$ cat config.mk
export PLATFORM = sky130hd
export DESIGN_NAME = risc_core_p
export DESIGN_NICKNAME = d
export VERILOG_FILES = /design/src/rtl/risc_pkg.sv /design/src/rtl/risc_alu_p.sv /design/src/rtl/risc_core_p.sv
export SDC_FILE = /design/constraint.sdc
export NUM_CORES = 1
export LEC_CHECK = 0
export CAP_MARGIN = 20
export CORE_MARGIN = 5
export CORE_UTILIZATION = 30
export DETAILED_ROUTE_END_ITERATION = 8
export PLACE_DENSITY = 0.5
export SYNTH_ARGS = -nofsm -noshare
export SYNTH_HDL_FRONTEND = slang
export SYNTH_SLANG_ARGS = --single-unit
$ cat constraint.sdc
create_clock -name clk -period 6.4 [get_ports clk]
set_clock_uncertainty 0.15 [all_clocks]
set_input_delay 1.92 -clock clk [delete_from_list [all_inputs] [get_ports clk]]
set_output_delay 1.92 -clock clk [all_outputs]
set_load 0.1 [all_outputs]
$ cat src/rtl/risc_pkg.sv
// Shared types and instruction-field positions for the parametrised multicycle RISC core.
package risc_pkg;

  localparam int INSTR_W = 16;
  localparam int OP_HI   = 15;
  localparam int OP_LO   = 12;
  localparam int RD_HI   = 11;
  localparam int RD_LO   = 8;
  localparam int IMM_HI  = 7;
  localparam int IMM_LO  = 0;
  localparam int RS_HI   = 3;
  localparam int RS_LO   = 0;

  typedef enum logic [3:0] {
    OP_HALT = 4'h0,
    OP_LDI  = 4'h1,
    OP_MOV  = 4'h2,
    OP_ADD  = 4'h3,
    OP_SUB  = 4'h4,
    OP_AND  = 4'h5,
    OP_OR   = 4'h6,
    OP_XOR  = 4'h7,
    OP_SHL  = 4'h8,
    OP_SHR  = 4'h9,
    OP_LD   = 4'hA,
    OP_ST   = 4'hB,
    OP_BZ   = 4'hC,
    OP_BNZ  = 4'hD,
    OP_JMP  = 4'hE,
    OP_DEC  = 4'hF
  } opcode_e;

  typedef enum logic [2:0] {
    S_IDLE,
    S_FETCH,
    S_EXEC,
    S_MEM,
    S_DONE
  } state_e;

endpackage

$ cat src/rtl/risc_alu_p.sv
// Combinational ALU: result plus zero and carry/borrow flags for the arithmetic, logic and shift ops.
module risc_alu_p
  import risc_pkg::*;
#(
  parameter int DATA_W = 8
) (
  input  opcode_e           op_i,
  input  logic [DATA_W-1:0] a_i,
  input  logic [DATA_W-1:0] b_i,
  output logic [DATA_W-1:0] y_o,
  output logic              z_o,
  output logic              c_o
);

  always_comb begin
    // NOTE: every output is given a default first so no path through the case infers a latch.
    y_o = a_i;
    c_o = 1'b0;
    case (op_i)
      OP_ADD:  {c_o, y_o} = {1'b0, a_i} + {1'b0, b_i};
      OP_SUB:  {c_o, y_o} = {1'b0, a_i} - {1'b0, b_i};
      OP_DEC:  {c_o, y_o} = {1'b0, a_i} - (DATA_W + 1)'(1);
      OP_AND:  y_o = a_i & b_i;
      OP_OR:   y_o = a_i | b_i;
      OP_XOR:  y_o = a_i ^ b_i;
      OP_MOV:  y_o = b_i;
      OP_SHL: begin
        y_o = {a_i[DATA_W-2:0], 1'b0};
        c_o = a_i[DATA_W-1];
      end
      OP_SHR: begin
        y_o = {1'b0, a_i[DATA_W-1:1]};
        c_o = a_i[0];
      end
      default: y_o = a_i;
    endcase
  end

  assign z_o = (y_o == '0);

endmodule

$ cat src/rtl/risc_core_p.sv
// Parametrised multicycle RISC core: one program per req/ack handshake, slot-selected start
// address, external synchronous IMEM/DMEM, and a busy-cycle watchdog that forces a fault stop.
module risc_core_p
  import risc_pkg::*;
#(
  parameter int DATA_W   = 8,
  parameter int NREGS    = 16,
  parameter int IMEM_AW  = 8,
  parameter int DMEM_AW  = 8,
  parameter int NPROG    = 4,
  parameter int WDOG_MAX = 1024,
  localparam int PS_W    = (NPROG > 1) ? $clog2(NPROG) : 1
) (
  input  logic               clk,
  input  logic               reset,
  input  logic               req,
  input  logic [PS_W-1:0]    prog_sel,
  output logic               ack,
  output logic               busy,
  output logic               fault,
  output logic [IMEM_AW-1:0] imem_addr,
  input  logic [INSTR_W-1:0] imem_data,
  output logic [DMEM_AW-1:0] dmem_addr,
  output logic               dmem_we,
  output logic [DATA_W-1:0]  dmem_wdata,
  input  logic [DATA_W-1:0]  dmem_rdata
);

  localparam int RIDX_W  = (NREGS > 1) ? $clog2(NREGS) : 1;
  localparam int WDOG_W  = $clog2(WDOG_MAX + 1);
  localparam int SLOT_SH = IMEM_AW - PS_W;

  state_e             state_q, state_d;
  logic [IMEM_AW-1:0] pc_q, pc_d;
  logic [WDOG_W-1:0]  wdog_q, wdog_d;
  logic               fault_q, fault_d;
  logic               z_q, z_d, c_q, c_d;
  logic [RIDX_W-1:0]  ld_rd_q, ld_rd_d;
  logic [DATA_W-1:0]  regs_q [NREGS];

  opcode_e            op;
  logic [3:0]         rd_f, rs_f;
  logic [7:0]         imm8;
  logic [RIDX_W-1:0]  rd_idx, rs_idx;
  logic [DATA_W-1:0]  rd_val, rs_val;
  logic               uses_rd, uses_rs, bad_idx;
  logic               is_exec, wdog_abort, mem_op;
  logic [IMEM_AW-1:0] slot_base, branch_tgt;

  logic               rf_we;
  logic [RIDX_W-1:0]  rf_waddr;
  logic [DATA_W-1:0]  rf_wdata;

  logic [DATA_W-1:0]  alu_y;
  logic               alu_z, alu_c;

  assign op         = opcode_e'(imem_data[OP_HI:OP_LO]);
  assign rd_f       = imem_data[RD_HI:RD_LO];
  assign rs_f       = imem_data[RS_HI:RS_LO];
  assign imm8       = imem_data[IMM_HI:IMM_LO];
  assign rd_idx     = rd_f[RIDX_W-1:0];
  assign rs_idx     = rs_f[RIDX_W-1:0];
  assign rd_val     = regs_q[rd_idx];
  assign rs_val     = regs_q[rs_idx];
  assign slot_base  = IMEM_AW'(prog_sel) << SLOT_SH;
  assign branch_tgt = IMEM_AW'(imm8);

  always_comb begin
    uses_rd = 1'b1;
    uses_rs = 1'b0;
    case (op)
      OP_HALT, OP_BZ, OP_BNZ, OP_JMP: uses_rd = 1'b0;
      OP_MOV, OP_ADD, OP_SUB, OP_AND, OP_OR, OP_XOR, OP_LD, OP_ST: uses_rs = 1'b1;
      default: ;
    endcase
  end

  assign bad_idx    = (uses_rd && (int'(rd_f) >= NREGS)) || (uses_rs && (int'(rs_f) >= NREGS));
  assign is_exec    = (state_q == S_EXEC);
  assign busy       = (state_q == S_FETCH) || is_exec || (state_q == S_MEM);
  assign ack        = (state_q == S_DONE);
  assign fault      = fault_q;
  assign wdog_abort = busy && (wdog_q == WDOG_W'(WDOG_MAX - 1));

  // Outputs decode straight from state so an async reset clears them in the same cycle.
  assign imem_addr  = pc_q;
  assign mem_op     = is_exec && !bad_idx && ((op == OP_LD) || (op == OP_ST));
  assign dmem_addr  = mem_op ? rs_val[DMEM_AW-1:0] : '0;
  assign dmem_we    = is_exec && !bad_idx && (op == OP_ST) && !wdog_abort;
  assign dmem_wdata = dmem_we ? rd_val : '0;

  risc_alu_p #(.DATA_W(DATA_W)) u_alu (
    .op_i (op),
    .a_i  (rd_val),
    .b_i  (rs_val),
    .y_o  (alu_y),
    .z_o  (alu_z),
    .c_o  (alu_c)
  );

  always_comb begin
    state_d  = state_q;
    pc_d     = pc_q;
    wdog_d   = busy ? wdog_q + 1'b1 : wdog_q;
    fault_d  = fault_q;
    z_d      = z_q;
    c_d      = c_q;
    ld_rd_d  = ld_rd_q;
    rf_we    = 1'b0;
    rf_waddr = rd_idx;
    rf_wdata = alu_y;

    case (state_q)
      S_IDLE: begin
        if (req) begin
          pc_d    = slot_base;
          wdog_d  = '0;
          fault_d = 1'b0;
          state_d = S_FETCH;
        end
      end
      S_FETCH: state_d = S_EXEC;
      S_EXEC: begin
        pc_d    = pc_q + 1'b1;
        state_d = S_FETCH;
        if (bad_idx) begin
          fault_d = 1'b1;
          state_d = S_DONE;
        end else begin
          case (op)
            OP_HALT: state_d = S_DONE;
            OP_LDI: begin
              rf_we    = 1'b1;
              rf_wdata = DATA_W'(imm8);
            end
            OP_MOV: rf_we = 1'b1;
            OP_ADD, OP_SUB, OP_AND, OP_OR, OP_XOR, OP_SHL, OP_SHR, OP_DEC: begin
              rf_we = 1'b1;
              z_d   = alu_z;
              c_d   = alu_c;
            end
            OP_LD: begin
              ld_rd_d = rd_idx;
              state_d = S_MEM;
            end
            OP_BZ:   if (z_q)  pc_d = branch_tgt;
            OP_BNZ:  if (!z_q) pc_d = branch_tgt;
            OP_JMP:  pc_d = branch_tgt;
            default: ;
          endcase
        end
      end
      S_MEM: begin
        rf_we    = 1'b1;
        rf_waddr = ld_rd_q;
        rf_wdata = dmem_rdata;
        state_d  = S_FETCH;
      end
      S_DONE:  if (!req) state_d = S_IDLE;
      default: state_d = S_IDLE;
    endcase

    // The watchdog wins over whatever the current instruction wanted to commit.
    if (wdog_abort) begin
      rf_we   = 1'b0;
      z_d     = z_q;
      c_d     = c_q;
      pc_d    = pc_q;
      fault_d = 1'b1;
      state_d = S_DONE;
    end
  end

  // NOTE: sequential state uses non-blocking assignments so every flop samples pre-edge values.
  always_ff @(posedge clk or negedge reset) begin
    if (!reset) begin
      state_q <= S_IDLE;
      pc_q    <= '0;
      wdog_q  <= '0;
      fault_q <= 1'b0;
      z_q     <= 1'b0;
      c_q     <= 1'b0;
      ld_rd_q <= '0;
    end else begin
      state_q <= state_d;
      pc_q    <= pc_d;
      wdog_q  <= wdog_d;
      fault_q <= fault_d;
      z_q     <= z_d;
      c_q     <= c_d;
      ld_rd_q <= ld_rd_d;
    end
  end

  // NOTE: the register file must read zero after reset, so it is built from resettable flops
  // rather than a RAM macro; only the architectural state justifies resetting a memory.
  always_ff @(posedge clk or negedge reset) begin
    if (!reset) begin
      for (int i = 0; i < NREGS; i++) regs_q[i] <= '0;
    end else if (rf_we) begin
      regs_q[rf_waddr] <= rf_wdata;
    end
  end

endmodule

==> results.sh, run 1 <==
export IMPL_status="completed"
export IMPL_vias=8052
export IMPL_setup_viol=0
export IMPL_crit_buf_inv=5
export IMPL_htree_levels=4
export IMPL_antenna_found_initial=0
export IMPL_coreArea_um2=32500
export IMPL_rrSetupSlack_ns=1.91
export IMPL_diodes=0
export IMPL_grt_max_degree=77
export IMPL_rr_worst_depth=17
export IMPL_wl_met1_mm=15.3
export IMPL_gp_routability_congestion=0.963
export IMPL_register_area_um2=3900
export IMPL_cts_sinks=156
export IMPL_synth_distinct_cells=60
export IMPL_routed_wl_mm=31.9
export IMPL_dp_hpwl_mm=23.8
export IMPL_crit_family="buffers and inverters"
export IMPL_first_global_vias=8123
export IMPL_die_width_um=191
export IMPL_placed_area_um2=11800
export IMPL_wire_per_inst_um=21.1
export IMPL_design_area_um2=12400
export IMPL_cp_max_fo=14
export IMPL_crit_arrival_ns=4.23
export IMPL_port_buffers=56
export IMPL_nets=1113
export IMPL_period_share=0.985
export IMPL_dpl_cell_count=1480
export IMPL_start_kind="input port"
export IMPL_slew_headroom=0.339
export IMPL_clockPowerShare=0.186
export IMPL_preCtsSetupSlack_ns=-0.415
export IMPL_maxCapViolations=0
export IMPL_leakage_nw=5.33
export IMPL_crit_path_max_incr_delay_ns=0.45
export IMPL_vias_per_cell=5.33
export IMPL_die_h_um=191
export IMPL_seq_area_frac_synth=0.396
export IMPL_dr_pass1_iters=5
export IMPL_internal_power_mw=3.14
export IMPL_initial_core_util=0.303
export IMPL_yosys_warnings=0
export IMPL_min_to="regs_q[68]$_DFFE_PN0P_"
export IMPL_syn_avg_cell_area_um2=10.5
export IMPL_numCtsBuffers=17
export IMPL_pwr_share_seq=0.322
export IMPL_synth_nets=997
export IMPL_fmax_mhz=159
export IMPL_track_usage=0.178
export IMPL_min_delay_start="regs_q[68]$_DFFE_PN0P_"
export IMPL_final_hold_viol_count=0
export IMPL_power_density_nw_per_um2=427
export IMPL_synthArstFlopShare=1.00
export IMPL_multiInputGateArea_um2=5720
export IMPL_synth_edff_count=0
export IMPL_path_clk_slew_ns=0.07
export IMPL_met3_length_mm=1.42
export IMPL_drt_iter0_markers=693
export IMPL_slowest_stage="clkdlybuf4s50_1"
export IMPL_cp_required_ns=4.33
export IMPL_hold_class="flop to flop"
export IMPL_grt_pass1_wl_mm=49.9
export IMPL_area_growth_pct=26.0
export IMPL_synth_seq_cells=156
export IMPL_antenna_left=0
export IMPL_synthCells=941
export IMPL_combinationalPowerShare=0.493
export IMPL_crit_chain="clkdlybuf4s50_1, buf_12, nor2_1, buf_4, a221oi_1, a22oi_1, nand2b_2, buf_4, and2_1, buf_12"
export IMPL_final_util=0.382
export IMPL_critical_path_class="input port to output port"
export IMPL_io_pins=57
export IMPL_netSwitchingPower_mw=2.17
export IMPL_post_route_worst_setup_slack_ns=0.0988
export IMPL_syn_area_um2=9860
export IMPL_cts_tree="yes"
export IMPL_met2_wirelength_mm=14.4
export IMPL_gr_total_overflow=0
export IMPL_synth_flop_cell="dfrtp_1"
export IMPL_ir_worst_vdd_mv=0.246
export IMPL_layout_drive_gt1_share=0.299
export IMPL_final_cells=1512
export IMPL_worstReg2RegEnd="regs_q[35]$_DFFE_PN0P_"
export IMPL_worst_setup_path_end_kind="output port"
export IMPL_slew_violations=0
export IMPL_cts_root_buf="clkbuf_16"
export IMPL_tightest_slew_ns=0.988
export IMPL_num_rows=66
export IMPL_hold_slack_ns=0.358
export IMPL_clk_path_buf_depth=2
export IMPL_fill_cells=3285
export IMPL_insertion_delay_ns=0.43
export IMPL_r2r_start="regs_q[1]$_DFFE_PN0P_"
export IMPL_finalCriticalPeriod_ns=6.30
export IMPL_worstHoldPathCells=2
export IMPL_drc=0
export IMPL_p_sw_frac=0.409
export IMPL_design_die_area_um2=36600
export IMPL_routed_top_layer="met4"
==> layer usage <==
metal,up-vias,GRT usage
li1,3712,-
met1,4029,0.256
met2,257,0.277
met3,54,0.0270
met4,0,0.0522
met5,-,0
==> worst max-delay path by stage <==
| stage | start | to | cells after the start |
|---|---|---|---|
| floorplan | imem_data[9] | dmem_wdata[2] | 8 |
| global placement | imem_data[1] | regs_q[78]$_DFFE_PN0P_ | 17 |
| detailed placement | imem_data[1] | regs_q[78]$_DFFE_PN0P_ | 19 |
| CTS | imem_data[1] | dmem_addr[3] | 10 |
| global route | imem_data[1] | dmem_addr[0] | 11 |
| finish | imem_data[1] | dmem_addr[3] | 10 |
==> synth_stat cells, types with 12 or more instances <==
cell type	count	area (µm²)
nand2b_1	12	75.1
nand3_1	12	60.1
mux2i_1	33	330
dfrtp_1	156	3900
mux4_2	61	1370
a21oi_1	79	395
inv_1	25	93.8
nor3_1	15	75.1
clkbuf_1	48	180
ha_1	26	325
a221oi_1	12	105
o21ai_0	56	280
mux2_2	78	878
nand2_1	57	214
nor2_1	122	458
==> registers in the layout, indices dropped and copies added (netlist names) <==
register,cells
fault,1
wdog_q,11
state_q,3
regs_q,128
ld_rd_q,4
z_q,1
imem_addr,8
==> power by group through the flow <==
stage,combinational [mW],clock (mW),sequential (mW)
after floorplan,1.64,0,1.72
after global routing,2.85,1.05,1.77
after detailed placement,2.56,0,1.72
after global placement,2.54,0,1.71
final,2.61,0.986,1.71
after CTS,2.58,1.01,1.70
==> cells in the final DEF, fill, tap and decap left out, types with 24 or more instances in the layout <==
| cell type | n |
|---|---|
| inv_1 | 24 |
| nand2_1 | 56 |
| mux2i_1 | 33 |
| buf_4 | 97 |
| a21oi_1 | 79 |
| nor2_1 | 112 |
| mux2_2 | 78 |
| dfrtp_1 | 156 |
| o21ai_0 | 54 |
| buf_12 | 24 |
| ha_1 | 26 |
| mux4_2 | 61 |
| clkdlybuf4s50_1 | 35 |
==> per-stage QoR <==
step            TNS, ns  power, mW
5_1_grt        -0.00262       5.66
4_1_cts               0       5.29
3_5_place_dp     -15.75       4.28
3_3_place_gp     -12.79       4.24
6_report              0       5.31
2_1_floorplan         0       3.35
==> area by class of cell <==
type / count / area share
Tap cell: 442 / 0.0445
Multi-Input combinational cell: 695 / 0.460
Clock buffer: 19 / 0.0348
Sequential cell: 156 / 0.314
Inverter: 27 / 0.00845
Clock inverter: 13 / 0.0107
Timing Repair Buffer: 160 / 0.128
==> worst min-delay path, cell delays in order, from the launching register on <==
cell and delay (ns):
dfrtp_1 0.36, nand2_1 0.05, o21ai_0 0.06
==> repair_timing <==
action	CTS	global route
buffers inserted	0	0
hold buffers	0	0
gates resized for setup	0	14
setup endpoints to repair	0	51
==> kinds of logic after synthesis <==
family	synth area share
simple gates	0.126
compound gates	0.126
mux	0.266
flops	0.396
buf+inv	0.0382
fa+ha+maj	0.0350
xor+xnor	0.0129
Power figures use the tool's default switching activity.
==> inputs of run 2 (changes only) <==
PLACE_DENSITY = 0.51   (was 0.5)
clock period = 5.7 ns   (was 6.4 ns; I/O delays follow)
==> run 2 against run 1 <==
Sequential share of layout area down 1.3 points; global-route usage up 0.39 points; clock-buffer cell count unchanged; non-clock buffer count up 41; critical path depth up 1; first-iteration DRC count down 5.9%; via count up 2.5%; worst hold slack worse by 0.011 ns; design area up 4.2%; combinational power up 22%; clock power up 20%; die area unchanged; critical endpoint is now dmem_addr[0].
==> results.sh, run 2 (synthesized netlist as in run 1, its figures left out) <==
export IMPL_r2r_start="regs_q[34]$_DFFE_PN0P_"
export IMPL_mostFrequentLayoutCell="dfrtp_1"
export IMPL_port_buffers=56
export IMPL_drt_iter0_markers=652
export IMPL_wl_met1_mm=14.9
export IMPL_final_cell_mix="156 x dfrtp_1, 131 x buf_4, 109 x nor2_1"
export IMPL_cp_max_fo=11
export IMPL_first_global_vias=8143
export IMPL_min_to="regs_q[33]$_DFFE_PN0P_"
export IMPL_layout_drive_gt1_share=0.343
export IMPL_routed_wl_mm=32.9
export IMPL_antenna_found_initial=1
export IMPL_wire_per_inst_um=21.2
export IMPL_met2_wirelength_mm=15.3
export IMPL_period_share=0.985
export IMPL_nets=1154
export IMPL_largest_reg_flops=128
export IMPL_track_usage=0.181
export IMPL_design_die_area_um2=36600
export IMPL_drc=0
export IMPL_min_delay_start="regs_q[33]$_DFFE_PN0P_"
export IMPL_status="completed"
export IMPL_path_clk_slew_ns=0.06
export IMPL_placed_area_um2=12200
export IMPL_grt_pass1_wl_mm=50.2
export IMPL_grt_max_degree=97
export IMPL_clk_path_buf_depth=2
export IMPL_diodes=0
export IMPL_cp_required_ns=3.84
export IMPL_gr_total_overflow=0
export IMPL_worst_setup_path_end_kind="output port"
export IMPL_vias=8255
export IMPL_rrSetupSlack_ns=1.32
export IMPL_tightest_slew_ns=1.01
export IMPL_dr_pass1_iters=6
export IMPL_worstHoldPathCells=2
export IMPL_io_pins=57
export IMPL_slew_headroom=0.323
export IMPL_rr_worst_depth=15
export IMPL_final_hold_viol_count=0
export IMPL_critical_path_class="input port to output port"
export IMPL_worstReg2RegEnd="regs_q[22]$_DFFE_PN0P_"
export IMPL_finalCriticalPeriod_ns=5.62
export IMPL_cts_sinks=156
export IMPL_start_kind="input port"
export IMPL_leakage_nw=5.61
export IMPL_setup_viol=0
export IMPL_routed_top_layer="met5"
export IMPL_slew_violations=0
export IMPL_cts_root_buf="clkbuf_16"
export IMPL_hold_slack_ns=0.347
export IMPL_final_cells=1553
export IMPL_ir_worst_vdd_mv=0.258
export IMPL_rsz0062_at_grt="yes"
export IMPL_htree_levels=4
export IMPL_cts_tree="yes"
export IMPL_num_rows=66
export IMPL_insertion_delay_ns=0.44
export IMPL_coreArea_um2=32500
export IMPL_regMostFlops="regs_q"
export IMPL_numCtsBuffers=17
export IMPL_initial_core_util=0.303
export IMPL_fmax_mhz=178
export IMPL_area_growth_pct=31.3
export IMPL_power_density_nw_per_um2=486
export IMPL_dpl_cell_count=1515
export IMPL_design_area_um2=12900
export IMPL_crit_arrival_ns=3.76
export IMPL_antenna_left=0
export IMPL_met3_length_mm=1.86
export IMPL_hold_class="flop to flop"
export IMPL_maxCapViolations=0
export IMPL_die_width_um=191
export IMPL_vias_per_cell=5.32
export IMPL_power_total_mw=6.29
export IMPL_dp_hpwl_mm=24.0
export IMPL_die_h_um=191
export IMPL_gp_routability_congestion=0.948
==> run 2: how the worst max path moves through the flow <==
stage	end	slack, ns	start	depth (start not counted)
CTS	dmem_wdata[5]	0.004	imem_data[8]	8
finish	dmem_addr[0]	0.08	imem_data[0]	11
global placement	regs_q[94]$_DFFE_PN0P_	-0.89	imem_data[1]	17
floorplan	regs_q[107]$_DFFE_PN0P_	0.02	imem_data[1]	18
global route	regs_q[22]$_DFFE_PN0P_	-0.04	imem_data[0]	17
detailed placement	regs_q[62]$_DFFE_PN0P_	-0.94	imem_data[1]	20
==> run 2: final cells by class <==
class | instances | area (µm²)
Multi-Input combinational cell | 695 | 5810
Fill cell | 3210 | 19600
Inverter | 27 | 105
Clock buffer | 19 | 453
Clock inverter | 13 | 155
Tap cell | 442 | 553
Sequential cell | 156 | 3900
Timing Repair Buffer | 201 | 1970
==> run 2: metal layers <==
metal / vias up / track usage
met5: - / 0
met4: 2 / 0.0528
met3: 50 / 0.0360
met2: 268 / 0.287
met1: 4136 / 0.253
li1: 3799 / -
==> run 2: per-stage QoR <==
stage	TNS, ns	utilization	worst slack [ns]
finish	0	0.398	0.0837
global route	-0.453	0.398	-0.0386
CTS	0	0.396	0.00401
detailed placement	-62.58	0.374	-0.943
global placement	-54.73	0.374	-0.886
floorplan	0	-	0.0152
==> run 2: what timing repair did <==
| item | in CTS | in global routing |
|---|---|---|
| cloned | 1 | 0 |
| hold buffers | 0 | 0 |
| pin swaps | 2 | 4 |
| buffers inserted | 3 | 2 |
| endpoints found under the hold margin | 0 | 0 |
| resized for setup | 22 | 17 |
| endpoints found under the setup margin | 86 | 91 |
==> run 2: where the power goes <==
part           switching, mW  internal, mW  total, mW  leakage [nW]
combinational           1.68          1.51       3.19          3.30
clock                  0.499         0.679       1.18         0.294
sequential             0.359          1.56       1.92          2.02
total                   2.54          3.75       6.29          5.61
==> run 2: worst max-delay path, stage by stage <==
cell and delay (ns):
buf_2 0.10, buf_12 0.15, buf_12 0.17, mux4_2 0.52, a22oi_1 0.24, and2_1 0.20, buf_4 0.15, inv_2 0.04
buf_4 0.15, and2_4 0.14, buf_12 0.16
==> inputs of run 3 (changes only) <==
--- a/config.mk
+++ b/config.mk
@@ -11,4 +11,6 @@
 export DETAILED_ROUTE_END_ITERATION = 8
 export PLACE_DENSITY = 0.51
+export REMOVE_ABC_BUFFERS = 1
+export SLEW_MARGIN = 20
 export SYNTH_ARGS = -nofsm -noshare
 export SYNTH_HDL_FRONTEND = slang
--- a/constraint.sdc
+++ b/constraint.sdc
@@ -3,3 +3,3 @@
 set_input_delay 1.71 -clock clk [delete_from_list [all_inputs] [get_ports clk]]
 set_output_delay 1.71 -clock clk [all_outputs]
-set_load 0.1 [all_outputs]
+set_load 0.05 [all_outputs]
==> run 3 against run 2 <==
Worst setup slack worse by 0.019 ns; sequential share of layout area hardly changed; design area is 0.15% higher; routed wire length is 1.8% higher; fmax is 0.34% lower; global-route usage is 0.22 points higher; via count is 0.98% higher; register-to-register slack worse by 0.06 ns; sequential cell count stayed put.
==> results.sh, run 3 (synthesized netlist as in run 1, its figures left out) <==
export IMPL_crit_start="imem_data[0]"
export IMPL_setup_viol=0
export IMPL_gp_routability_congestion=0.853
export IMPL_final_hold_viol_count=0
export IMPL_initial_core_util=0.303
export IMPL_tightest_slew_ns=0.852
export IMPL_min_to="regs_q[2]$_DFFE_PN0P_"
export IMPL_nets=1160
export IMPL_die_width_um=191
export IMPL_num_rows=66
export IMPL_crit_chain="buf_6, buf_12, buf_4, buf_4, mux2i_1, a221oi_4, o21a_1, nand2b_1, buf_4, and2_1, buf_12"
export IMPL_ir_worst_vdd_mv=0.213
export IMPL_maxCapViolations=0
export IMPL_cts_tree="yes"
export IMPL_critical_path_class="input port to output port"
export IMPL_leakage_nw=5.66
export IMPL_coreArea_um2=32500
export IMPL_regMostFlops="regs_q"
export IMPL_diodes=0
export IMPL_slowest_stage="mux2i_1"
export IMPL_area_growth_pct=31.5
export IMPL_cp_max_fo=7
export IMPL_mostFrequentLayoutCell="dfrtp_1"
export IMPL_die_h_um=191
export IMPL_rrSetupSlack_ns=1.26
export IMPL_hold_class="flop to flop"
export IMPL_worstHoldPathCells=2
export IMPL_slew_violations=0
export IMPL_dp_hpwl_mm=24.2
export IMPL_layout_drive_gt1_share=0.341
export IMPL_numCtsBuffers=17
export IMPL_grt_max_degree=83
export IMPL_worst_setup_path_end_kind="output port"
export IMPL_gr_total_overflow=0
export IMPL_start_kind="input port"
export IMPL_wire_per_inst_um=21.5
export IMPL_antenna_left=0
export IMPL_vias=8336
export IMPL_finalCriticalPeriod_ns=5.64
export IMPL_drt_iter0_markers=619
export IMPL_routed_wl_mm=33.4
export IMPL_fmax_mhz=177
export IMPL_period_share=0.989
export IMPL_io_pins=57
export IMPL_min_delay_start="regs_q[2]$_DFFE_PN0P_"
export IMPL_status="completed"
export IMPL_rr_worst_depth=17
export IMPL_final_util=0.399
export IMPL_worstReg2RegEnd="regs_q[46]$_DFFE_PN0P_"
export IMPL_cp_common_cell="buf_4"
export IMPL_antenna_found_initial=0
export IMPL_vias_per_cell=5.35
export IMPL_crit_arrival_ns=3.78
export IMPL_crit_path_max_incr_delay_ns=0.44
export IMPL_setup_tns_ns=0
export IMPL_port_buffers=56
export IMPL_largest_reg_flops=128
export IMPL_insertion_delay_ns=0.44
export IMPL_r2r_start="regs_q[1]$_DFFE_PN0P_"
export IMPL_fill_cells=3214
export IMPL_grt_pass1_wl_mm=50.9
export IMPL_clk_path_buf_depth=2
export IMPL_dr_pass1_iters=7
export IMPL_cts_root_buf="clkbuf_16"
export IMPL_drc=0
export IMPL_hold_buffers=0
export IMPL_cts_sinks=156
export IMPL_path_clk_slew_ns=0.07
export IMPL_design_die_area_um2=36600
export IMPL_track_usage=0.184
export IMPL_final_cell_mix="156 x dfrtp_1, 135 x buf_4, 118 x nor2_1"
export IMPL_slew_headroom=0.432
export IMPL_cp_required_ns=3.84
export IMPL_power_density_nw_per_um2=478
export IMPL_htree_levels=4
export IMPL_first_global_vias=8224
run 3: through the flow:
stage | cell area [µm²] | std cells | hold WS (ns) | total power [mW] | worst slack (ns)
after detailed placement | 12000 | 1514 | 0.342 | 4.86 | -0.943
after CTS | 12700 | 1547 | 0.357 | 6.05 | 0.00410
after global routing | 13000 | 1558 | 0.383 | 6.58 | -0.0372
final | 13000 | 1558 | 0.356 | 6.20 | 0.0644
after global placement | 12000 | 1514 | 0.330 | 4.81 | -0.853
after floorplan | 9590 | 878 | 0.311 | 3.57 | 0.215
run 3: layout make-up:
type | count | area (µm²) | area share
multi-input combinational | 695 | 5800 | 0.447
sequential | 156 | 3900 | 0.301
clock inverter | 11 | 111 | 0.00859
inverter | 27 | 105 | 0.00810
timing repair buffer | 207 | 2040 | 0.157
tap | 442 | 553 | 0.0426
clock buffer | 20 | 457 | 0.0352
run 3: worst max-delay path, delay by kind of cell:
family,cells,cell delay (ns)
buffers and inverters,6,0.88
muxes,1,0.44
AOI/OAI and AO/OA,2,0.36
and+or+nand+nor,2,0.37
run 3: timing repair:
item | 4_1_cts | 5_1_grt
setup endpoints to repair | 56 | 90
cloned | 0 | 2
hold endpoints to repair | 0 | 0
gates resized for setup | 23 | 36
pin swaps | 0 | 15
setup buffers | 3 | 9
run 3: power by group:
group          switching [mW]  internal [mW]  total [mW]
sequential              0.373           1.56        1.93
clock                   0.491          0.628        1.12
combinational            1.58           1.57        3.15
total                    2.44           3.75        6.20
run 3: per-layer routing:
layer / part of all wire / routed length, µm / vias up / global-route usage
met2: 0.48 / 16000 / 239 / 0.302
li1: - / - / 3812 / -
met1: 0.44 / 14800 / 4228 / 0.245
met3: 0.049 / 1640 / 57 / 0.0301
met4: 0.028 / 947 / 0 / 0.0674
met5: 0 / 0 / - / 0
run 3: worst max-delay path by stage:
stage                               to  slack [ns]  depth (start not counted)
2_1_floorplan  regs_q[110]$_DFFE_PN0P_        0.21                         18
3_3_place_gp    regs_q[46]$_DFFE_PN0P_       -0.85                         17
3_5_place_dp    regs_q[86]$_DFFE_PN0P_       -0.94                         17
4_1_cts                   dmem_addr[4]       0.004                         11
5_1_grt         regs_q[46]$_DFFE_PN0P_       -0.04                         19
6_report                  dmem_addr[3]        0.06                         11
